==> config.mk <==
export PLATFORM = sky130hd
export DESIGN_NAME = regbank_exec
export DESIGN_NICKNAME = d
export VERILOG_FILES = /design/src/rtl/regbank_exec.sv
export SDC_FILE = /design/constraint.sdc
export NUM_CORES = 1
export LEC_CHECK = 0
export BUFFER_PORTS_ARGS = -buffer_cell sky130_fd_sc_hd__buf_2
export CORE_AREA = 2 2 164 166
export CTS_BUF_LIST = sky130_fd_sc_hd__clkbuf_8
export CTS_CLUSTER_SIZE = 16
export DETAILED_ROUTE_END_ITERATION = 8
export DIE_AREA = 0 0 166 168
export GPL_TIMING_DRIVEN = 0
export PLACE_DENSITY_LB_ADDON = 0.1
export SLEW_MARGIN = 0
export SYNTH_ARGS = -nofsm -noshare
export SYNTH_HDL_FRONTEND = slang
export SYNTH_SLANG_ARGS = --single-unit
==> constraint.sdc <==
create_clock -name clk -period 7 [get_ports clk]
set_clock_uncertainty 0.2 [all_clocks]
set_input_delay 0.35 -clock clk [delete_from_list [all_inputs] [get_ports clk]]
set_output_delay 0.35 -clock clk [all_outputs]
set_load 0.01 [all_outputs]
==> src/rtl/regbank_exec.sv <==
// rtl/regbank_exec.sv - register bank with repeat-count execution unit
// Loads land in IDLE only; each instruction iterates READ/EXEC R times (R=0 runs once).
module regbank_exec #(
   parameter int WIDTH  = 16,
   parameter int NREG   = 8,
   parameter int ADDR_W = $clog2(NREG),
   parameter int CNT_W  = 8
) (
   input  logic              clk,
   input  logic              rst,
   input  logic [WIDTH-1:0]  value,
   input  logic [ADDR_W-1:0] ld_addr,
   input  logic              ldV,
   input  logic              ldR,
   input  logic              ldIR,
   input  logic [ADDR_W-1:0] peek_addr,
   output logic [WIDTH-1:0]  peek_data,
   output logic [WIDTH-1:0]  display,
   output logic              busy,
   output logic              done,
   output logic              carry,
   output logic              zero,
   output logic              ill
);

   typedef enum logic [1:0] {S_IDLE, S_READ, S_EXEC, S_DONE} state_t;

   state_t            state_q, state_d;
   logic [WIDTH-1:0]  regs_q [NREG];
   logic [WIDTH-1:0]  ir_q, a_q, b_q, display_q;
   logic [CNT_W-1:0]  r_q, cnt_q, eff_r;
   logic              carry_q, zero_q, ill_q;

   logic [3:0]        opcode;
   logic [ADDR_W-1:0] rd, rs1, rs2;
   logic              legal, idle, last_iter;
   logic [WIDTH-1:0]  res_d;
   logic              cout_d;
   logic              unused_ir;

   assign opcode    = ir_q[WIDTH-1 -: 4];
   assign rd        = ir_q[WIDTH-5 -: ADDR_W];
   assign rs1       = ir_q[WIDTH-5-ADDR_W -: ADDR_W];
   assign rs2       = ir_q[WIDTH-5-2*ADDR_W -: ADDR_W];
   assign unused_ir = ^ir_q;
   assign legal     = ~opcode[3];
   assign idle      = (state_q == S_IDLE);
   assign eff_r     = (r_q == '0) ? CNT_W'(1) : r_q;
   // Illegal opcodes never repeat, regardless of R.
   assign last_iter = !legal || (cnt_q == eff_r - CNT_W'(1));

   always_comb begin
      res_d  = '0;
      cout_d = 1'b0;
      case (opcode[2:0])
         3'd0: {cout_d, res_d} = {1'b0, a_q} + {1'b0, b_q};
         3'd1: begin
            res_d  = a_q - b_q;
            cout_d = (a_q < b_q);
         end
         3'd2: res_d = a_q & b_q;
         3'd3: res_d = a_q | b_q;
         3'd4: res_d = a_q ^ b_q;
         3'd5: res_d = {a_q[WIDTH-2:0], 1'b0};
         3'd6: res_d = {1'b0, a_q[WIDTH-1:1]};
         default: res_d = a_q;
      endcase
   end

   always_comb begin
      state_d = state_q;
      case (state_q)
         S_IDLE: if (ldIR) state_d = S_READ;
         S_READ: state_d = S_EXEC;
         S_EXEC: state_d = last_iter ? S_DONE : S_READ;
         default: state_d = S_IDLE;
      endcase
   end

   always_ff @(posedge clk or posedge rst) begin
      if (rst) state_q <= S_IDLE;
      else     state_q <= state_d;
   end

   always_ff @(posedge clk or posedge rst) begin
      if (rst) begin
         for (int i = 0; i < NREG; i++) regs_q[i] <= '0;
         ir_q      <= '0;
         a_q       <= '0;
         b_q       <= '0;
         display_q <= '0;
         r_q       <= '0;
         cnt_q     <= '0;
         carry_q   <= 1'b0;
         zero_q    <= 1'b0;
         ill_q     <= 1'b0;
      end else begin
         if (idle) begin
            if (ldV) regs_q[ld_addr] <= value;
            if (ldR) r_q <= value[CNT_W-1:0];
            if (ldIR) begin
               ir_q  <= value;
               ill_q <= 1'b0;
               cnt_q <= '0;
            end
         end
         // Operands are re-read every iteration so rd==rs1 chains accumulate.
         if (state_q == S_READ) begin
            a_q <= regs_q[rs1];
            b_q <= regs_q[rs2];
         end
         if (state_q == S_EXEC) begin
            cnt_q <= cnt_q + CNT_W'(1);
            if (legal) begin
               regs_q[rd] <= res_d;
               display_q  <= res_d;
               carry_q    <= cout_d;
               zero_q     <= (res_d == '0);
            end else begin
               ill_q <= 1'b1;
            end
         end
      end
   end

   assign peek_data = regs_q[peek_addr];
   assign display   = display_q;
   assign busy      = (state_q == S_READ) || (state_q == S_EXEC);
   assign done      = (state_q == S_DONE);
   assign carry     = carry_q;
   assign zero      = zero_q;
   assign ill       = ill_q;

endmodule

==> results.yml, run 1 <==
worst_setup_path:
  critPathBufInv: 2
  startpoint_type: "register"
  cp.arrival_ns: 4.32
  critPathKind: "reg -> reg"
  worstPathRequired_ns: 7.26
  cp_slowest_stage_delay_ns: 0.56
  slowest_stage: "dfrtp_1"
  end_kind: "register"
  cpLargestDelayFamily: "compound AO/OA/AOI/OAI gates"
  ff2ff_setup_slack_ns: 2.94
  crit_chain: "inv_1, ha_1, clkbuf_1, a21o_1, a21oi_1, nand2_1, o311ai_0, o211a_1, a311o_1, nor4b_1, nand3_1, o21ai_1"
  worstPathMaxFanout: 10
floorplan:
  die_h_um: 168
  fp-row-count: 60
  io_pins: 64
  core_sq_um: 26400
  die_x_um: 166
  initial_core_util_pct: 58.5
  dieArea_sq_um: 27900
routing:
  vias_per_cell: 6.57
  vias: 13200
  drtIter0Drc: 1262
  avgRoutedWirePerCell_um: 24.6
  ant_nets: 0
  drcViolationCount: 0
  first_pass_iters: 6
  wl_um: 49400
timing:
  slew_headroom_pct: 23.6
  max_freq_mhz: 246
  slew_violations: 0
  tightestPinTransition_ns: 1.14
  fin_crit_ns: 4.06
  period_share_pct: 58.0
  finalSetupViolations: 0
  hold_viol_final: 0
  rsz0062_at_grt: "no"
logic_synthesis:
  synth_top_cell_area_share_pct: 34.1
  synthArstFlopShare_pct: 100
  synth_area_per_cell_sq_um: 9.95
  synth_commonest_cells: "210 x dfrtp_1, 153 x nor2_1, 149 x nand2_1"
  yosysTopAreaCell: "dfrtp_1"
  yosysMostFrequentCell: "dfrtp_1"
  synth_nets: 1636
  synth_edf_count: 0
  synthTopCellsByArea: "dfrtp_1 34%, mux4_2 14%, mux2i_1 7.5%"
  synthFlopType: "dfrtp_1"
  yosysWarnings: 0
  synth_sequential_area_ratio_pct: 34.1
  synth_cells: 1550
  synthDistinctLibCells: 80
  ys_seq_elements: 210
  synth_area_sq_um: 15400
pwr:
  power_frac_seq_pct: 25.6
  vdd_drop_max_v: 0.000314
  power.density_nw_per_um2: 557
  switching_share_pct: 48.7
  p_int_mw: 4.84
  p_clk_share_pct: 12.4
  power.switching_mw: 4.59
  p_leak_nw: 7.15
  combPwrFrac_pct: 62.0
clocking:
  ctsHtreeMaxLevel: 2
  cts_sinks: 210
  clk_latency_ns: 0.55
  cts_buffers: 38
  ctsResizeCount: 0
  clock-root-buffer: "clkbuf_8"
  clkTransAtPathRegs_ns: 0.06
  cts_max_path_buffers: 3
  cts_tree: "built"
  postCtsSetupBuffers: 0
  holdBufCountCts: 5
cells_and_area:
  antenna_cells: 0
  drive_above_1_share_pct: 20.2
  utilization_pct: 64.2
  num-nets-final: 1732
  finalNonFillerCells: 2012
  nFillCells: 2217
  area_growth_pct: 9.75
place:
  dpl.cell_count: 1942
  portBuffers: 50
  place_congestion: 0.944
  dp_hpwl_um: 38100
global_routing:
  grt_overflow: 0
  use_met2_pct: 59.2
  gr-usage-met3_pct: 5.31
  grt_use_met1_pct: 45.1
  top_usage_layer: "met2"
  grt_use_total_pct: 35.2
  grt_pass1_wl_um: 76000
  grt_max_degree: 125
  first_global_vias: 13000
  antenna_found_initial: 0
job:
  drv_cap: 0
hold_path:
  worstHoldPathType: "in -> reg"
outcome:
  status: "completed"
## per-stage QoR
stage / area [sq um] / worst slack, ns / power, mW / hold WS (ns) / setup TNS [ns]
finish: 16900 / 2.94 / 9.43 / 0.0313 / 0
global route: 16900 / 2.79 / 9.95 / 0.0303 / 0
CTS: 16900 / 3.02 / 9.29 / 0.00193 / 0
detailed placement: 16100 / 3.01 / 8.11 / 0.259 / 0
global placement: 16100 / -1.82 / 7.95 / 0.256 / -376.12
floorplan: 15400 / 0.712 / 6.26 / 0.277 / 0
## power by group through the flow
stage          Clock [mW]  Sequential, mW  Combinational [mW]
2_1_floorplan           0            2.20                4.07
3_3_place_gp            0            2.34                5.61
3_5_place_dp            0            2.40                5.71
4_1_cts              1.18            2.38                5.73
5_1_grt              1.23            2.48                6.24
6_report             1.17            2.41                5.84
## cell families (layout without fill, tap and decap cells)
group | after synthesis | after routing | synth area share, %
simple gates | 397 | 397 | 11.2
compound gates | 372 | 372 | 15.2
mux | 312 | 312 | 29.0
flops | 210 | 210 | 34.1
buf+inv | 185 | 306 | 4.85
fa+ha+maj | 59 | 59 | 4.88
xor+xnor | 15 | 15 | 0.852
## state kept, by name (all words and copies together) (netlist names)
name     count
display     16
state_q      2
ir_q        13
carry        1
zero         1
b_q         16
regs_q     128
r_q          8
ill          1
cnt_q        8
a_q         16
## worst reg2reg max path: stages (launching register included)
cell and delay [ns]:
dfrtp_1 0.56, inv_1 0.09, ha_1 0.34, clkbuf_1 0.22, a21o_1 0.21, a21oi_1 0.31, nand2_1 0.13, o311ai_0 0.54
o211a_1 0.21, a311o_1 0.56, nor4b_1 0.30, nand3_1 0.16, o21ai_1 0.16
## area by class of cell
| cell class | count | area [sq um] | area share [%] |
|---|---|---|---|
| inverter | 58 | 225 | 1.33 |
| multi-input combinational | 1155 | 9420 | 55.6 |
| clock inverter | 22 | 150 | 0.887 |
| timing repair buffer | 56 | 328 | 1.94 |
| clock buffer | 43 | 592 | 3.50 |
| buffer | 127 | 531 | 3.13 |
| tap | 341 | 427 | 2.52 |
| sequential | 210 | 5260 | 31.0 |
## final timing paths
| path | startpoint | to | cells past startpoint |
|---|---|---|---|
| setup / recovery | a_q[4] | zero | 12 |
| hold / removal | value[8] | ir_q[8] | 2 |
| setup reg to reg | a_q[4] | zero | 12 |
| hold reg to reg | display[3] | display[3] | 2 |
| max in group asynchronous | rst | regs_q[38] | 4 |
| min in group asynchronous | rst | display[3] | 3 |
## cell usage in the layout (no fill, tap or decap), drive strengths merged, types with 93 or more instances in the layout
master	n
dfrtp	210
nor2	153
nand2	149
a21oi	138
clkbuf	128
mux2i	116
o21ai	103
mux4	98
mux2	98
buf	93
## metal layers
metal	vias to the layer above	wire, um	part of all wire [%]
met5	-	0	0
met4	0	2590	5.2
met3	151	3770	7.6
met2	645	23800	48
met1	6550	19200	39
li1	5870	-	-
Note: power is estimated with default switching activity, not from simulation.
==> run 2: changes to the inputs <==
- CORE_AREA: 2 2 164 166 -> 2 2 165 167
- DIE_AREA: 0 0 166 168 -> 0 0 167 169
- clock period: 7 -> 3.5 ns (I/O delays scaled with it)
==> results.yml, run 2 (synthesis gave the netlist of run 1 again) <==
floorplan:
  initial_core_util_pct: 58.2
  io_pins: 64
  fp-row-count: 60
  die_x_um: 167
  core_sq_um: 26500
  dieArea_sq_um: 28200
  die_h_um: 169
worst_setup_path:
  cp-endpoint: "zero"
  startpoint_type: "register"
  worstReg2RegStart: "a_q[5]"
  crit_path_start: "a_q[5]"
  worstPathMaxFanout: 10
  crit_chain: "inv_1, ha_1, buf_2, o21ai_0, a22oi_2, a41oi_2, o21bai_1, a21oi_1, or4b_4, a211oi_4, nand3_1, o21ai_1"
  critPathKind: "reg -> reg"
  slowest_stage: "or4b_4"
  reg2reg_depth: 12
  end_kind: "register"
  cp.arrival_ns: 3.78
  worstPathRequired_ns: 3.75
  cp_slowest_stage_delay_ns: 0.53
  rr_endpoint: "zero"
  ff2ff_setup_slack_ns: -0.03
place:
  dp_hpwl_um: 38400
  portBuffers: 50
  pre_cts_slack_ns: -0.426
  post_dp_cell_area_sq_um: 16200
  dpl.cell_count: 1947
  place_congestion: 0.955
clocking:
  ctsHtreeMaxLevel: 2
  cts_sinks: 210
  cts_buffers: 38
  clkTransAtPathRegs_ns: 0.07
  clock-root-buffer: "clkbuf_8"
  cts_max_path_buffers: 3
  clk_latency_ns: 0.55
  cts_tree: "built"
outcome:
  violations: "negative setup slack"
  status: "complete, but fails checks"
pwr:
  power.switching_mw: 9.34
  vdd_drop_max_v: 0.000663
  power_frac_seq_pct: 24.8
  switching_share_pct: 48.0
  power.density_nw_per_um2: 1120
  p_leak_nw: 7.32
  p_clk_share_pct: 13.3
  combPwrFrac_pct: 62.0
  p_int_mw: 10.1
hold_path:
  worstHoldPathType: "in -> reg"
timing:
  whs_ns: 0.0398
  hold_viol_final: 0
  fin_crit_ns: 3.53
  slew_violations: 0
  period_share_pct: 101
  tightestPinTransition_ns: 1.08
  finalSetupViolations: 1
  slew_headroom_pct: 27.8
  timing.final.ws_setup_ns: -0.0339
  rsz0062_at_grt: "yes"
  max_freq_mhz: 283
cells_and_area:
  layout_common_cells: "202 x dfrtp_1, 152 x nor2_1, 148 x nand2_1, 134 x a21oi_1, 115 x mux2i_1"
  top_register: "regs_q"
  area_growth_pct: 13.1
  drive_above_1_share_pct: 23.4
  final_cell_area_sq_um: 17400
  final_common_cell: "dfrtp_1"
  num-nets-final: 1751
  largest_reg_flops: 128
  finalNonFillerCells: 2033
  nFillCells: 2164
routing:
  wl_um: 49300
  drtIter0Drc: 1279
  ant_nets: 0
  first_pass_iters: 5
  vias_per_cell: 6.40
  drcViolationCount: 0
  avgRoutedWirePerCell_um: 24.2
  vias: 13000
global_routing:
  grt_use_total_pct: 35.3
  antenna_found_initial: 0
  grt_overflow: 0
  first_global_vias: 13000
  grt_pass1_wl_um: 76200
  grt_max_degree: 40
job:
  drv_cap: 0
## run 2: cell count changes in the layout (fill, tap and decap cells not counted), moves of 6 or more
cell           change
clkbuf_2           +6
dfrtp_1            -8
dlygate4sd3_1     +13
clkbuf_1          -11
buf_12             +6
dfrtp_2            +8
inv_1              -6
buf_4              +6
## run 2: how the worst min path moves through the flow
| stage | startpoint | to | slack (ns) | depth (start not counted) |
|---|---|---|---|---|
| after floorplan | value[15] | ir_q[15] | 0.13 | 1 |
| after global placement | display[11] | display[11] | 0.26 | 2 |
| after detailed placement | rst | display[15] | -0.10 | 2 |
| after CTS | ldR | r_q[3] | 0.07 | 3 |
| after global routing | ld_addr[0] | regs_q[28] | 0.06 | 5 |
| final | ld_addr[0] | regs_q[28] | 0.04 | 5 |
## run 2: area by class of cell
cell class                      instances  area [sq um]  area share, %
Inverter                               58           221           1.27
Antenna cell                            1          2.50         0.0143
Tap cell                              341           427           2.45
Buffer                                122           522           2.99
Sequential cell                       210          5270           30.2
Timing Repair Buffer                   80           596           3.41
Multi-Input combinational cell       1155          9570           54.9
Clock inverter                         19           190           1.09
Clock buffer                           47           647           3.71
## run 2: power by group through the flow
stage | clock [mW] | combinational, mW | sequential (mW)
2_1_floorplan | 0 | 8.14 | 4.39
3_3_place_gp | 0 | 11.2 | 4.67
3_5_place_dp | 0 | 11.4 | 4.78
4_1_cts | 2.60 | 11.7 | 4.75
5_1_grt | 2.71 | 12.9 | 4.96
6_report | 2.58 | 12.1 | 4.82
## run 2: repair_timing
item                                   in CTS  in global routing
pin swaps                                   4                  5
hold buffers                               18                  0
buffers inserted                            4                  2
resized for setup                          20                 40
endpoints found under the hold margin     235                  0
setup endpoints to repair                  64                 74
## run 2: worst max-delay path, delay by kind of cell, from the launching register on
kind                       cells  cell delay, ns
DFF                            1            0.46
and+or+nand+nor                2            0.66
adders and majority gates      1            0.27
buffers and inverters          2            0.29
AOI/OAI and AO/OA              7            1.57
## run 2: through the flow
| step | setup TNS, ns | util [%] | power (mW) |
|---|---|---|---|
| final | -0.0339 | 65.8 | 19.5 |
| after global placement | -204.72 | 60.8 | 15.9 |
| after global routing | -0.926 | 65.8 | 20.6 |
| after detailed placement | -6.81 | 61.2 | 16.2 |
| after floorplan | 0 | - | 12.5 |
| after CTS | -0.0808 | 65.4 | 19.0 |
## run 2: layer usage
metal  routed length (um)  share of wire, %  global-route usage [%]  vias up
li1                     -                 -                       -     5892
met1                19200                39                    44.9     6420
met2                23900                49                    59.3      576
met3                 3580               7.3                    5.35      129
met4                 2570               5.2                    17.5        0
met5                    0                 0                       0        -
==> run 3: changes to the inputs <==
- SKIP_LAST_GASP: unset -> 1
==> results.yml, run 3 (synthesis gave the netlist of run 1 again) <==
global_routing:
  grt_max_degree: 40
  first_global_vias: 13000
  grt_pass1_wl_um: 76200
  antenna_found_initial: 0
  grt_overflow: 0
  grt_use_total_pct: 35.3
timing:
  slew_headroom_pct: 29.0
  timing.final.ws_setup_ns: -0.124
  whs_ns: 0.0682
  finalSetupViolations: 1
  rsz0062_at_grt: "yes"
  hold_viol_final: 0
  fin_crit_ns: 3.62
  slew_violations: 0
  max_freq_mhz: 276
  tightestPinTransition_ns: 1.07
  period_share_pct: 104
hold_path:
  worstHoldPathType: "in -> reg"
  holdPathStages: 5
routing:
  avgRoutedWirePerCell_um: 24.2
  wl_um: 49200
  drcViolationCount: 0
  ant_nets: 0
  drtIter0Drc: 1232
  vias_per_cell: 6.40
  vias: 13000
  first_pass_iters: 8
clocking:
  clock-root-buffer: "clkbuf_8"
  clkTransAtPathRegs_ns: 0.07
  cts_tree: "built"
  clk_latency_ns: 0.54
  cts_max_path_buffers: 3
  ctsHtreeMaxLevel: 2
  cts_sinks: 210
  cts_buffers: 38
pwr:
  power.density_nw_per_um2: 1110
  p_leak_nw: 7.31
  power_mw: 19.4
  vdd_drop_max_v: 0.000658
place:
  pre_cts_slack_ns: -0.426
  portBuffers: 50
  place_congestion: 0.955
  post_dp_cell_area_sq_um: 16200
  dp_hpwl_um: 38400
worst_setup_path:
  reg2reg_depth: 12
  critPathKind: "reg -> reg"
  cp.arrival_ns: 3.87
  worstPathMaxFanout: 10
  end_kind: "register"
  startpoint_type: "register"
  worstPathRequired_ns: 3.75
  ff2ff_setup_slack_ns: -0.12
floorplan:
  initial_core_util_pct: 58.2
  fp-row-count: 60
  die_h_um: 169
  io_pins: 64
  die_x_um: 167
  core_sq_um: 26500
  dieArea_sq_um: 28200
outcome:
  status: "complete, but fails checks"
  violations: "negative setup slack"
cells_and_area:
  largest_reg_flops: 128
  area_growth_pct: 12.9
  layout_common_cells: "202 x dfrtp_1, 152 x nor2_1, 148 x nand2_1, 134 x a21oi_1, 115 x mux2i_1"
  final_cell_area_sq_um: 17400
  num-nets-final: 1751
  drive_above_1_share_pct: 23.0
  utilization_pct: 65.7
  antenna_cells: 0
  final_common_cell: "dfrtp_1"
  top_register: "regs_q"
job:
  drv_cap: 0
## run 3: final timing paths
kind	from	end
max	a_q[5]	zero
min	ld_addr[0]	regs_q[58]
max reg2reg	a_q[5]	zero
min reg2reg	display[1]	display[1]
max in group asynchronous	rst	a_q[13]
min in group asynchronous	rst	zero
## run 3: what timing repair did
action / in CTS / in global routing
setup endpoints to repair: 64 / 74
pin swaps: 4 / 5
buffers inserted: 4 / 2
resized for setup: 20 / 31
hold endpoints to repair: 235 / 0
hold buffers: 18 / 0
## run 3: layout make-up
class	count	area (sq um)
buffer	122	518
clock buffer	47	647
clock inverter	19	190
fill	2161	9100
inverter	58	221
multi-input combinational	1155	9540
sequential	210	5270
tap	341	427
timing repair buffer	80	596
## run 3: per-stage QoR
stage          instances  TNS [ns]
2_1_floorplan       1550         0
3_3_place_gp        1941   -204.72
3_5_place_dp        1947     -6.81
4_1_cts             2034   -0.0808
5_1_grt             2032     -1.59
6_report            2032    -0.124
## run 3: power by group
group          switching (mW)  internal, mW
logic                    6.98          5.01
registers                1.24          3.57
clock network            1.07          1.51
total                    9.29          10.1
## run 3: metal layers
layer  global-route usage (%)  vias up  part of all wire (%)
li1                         -     5895                     -
met1                     44.9     6411                    39
met2                     59.3      570                    49
met3                     5.35      121                   7.1
met4                     17.5        0                   5.1
met5                        0        -                     0
## run 3: worst max-delay path, cell delays in order (launching register included)
cell	delay (ns)
dfrtp_2	0.46
inv_1	0.07
ha_1	0.27
buf_2	0.22
o21ai_0	0.12
a22oi_1	0.33
a41oi_2	0.27
o21bai_1	0.28
a21oi_1	0.09
or4b_1	0.57
a211oi_4	0.41
nand3_1	0.13
o21ai_1	0.13
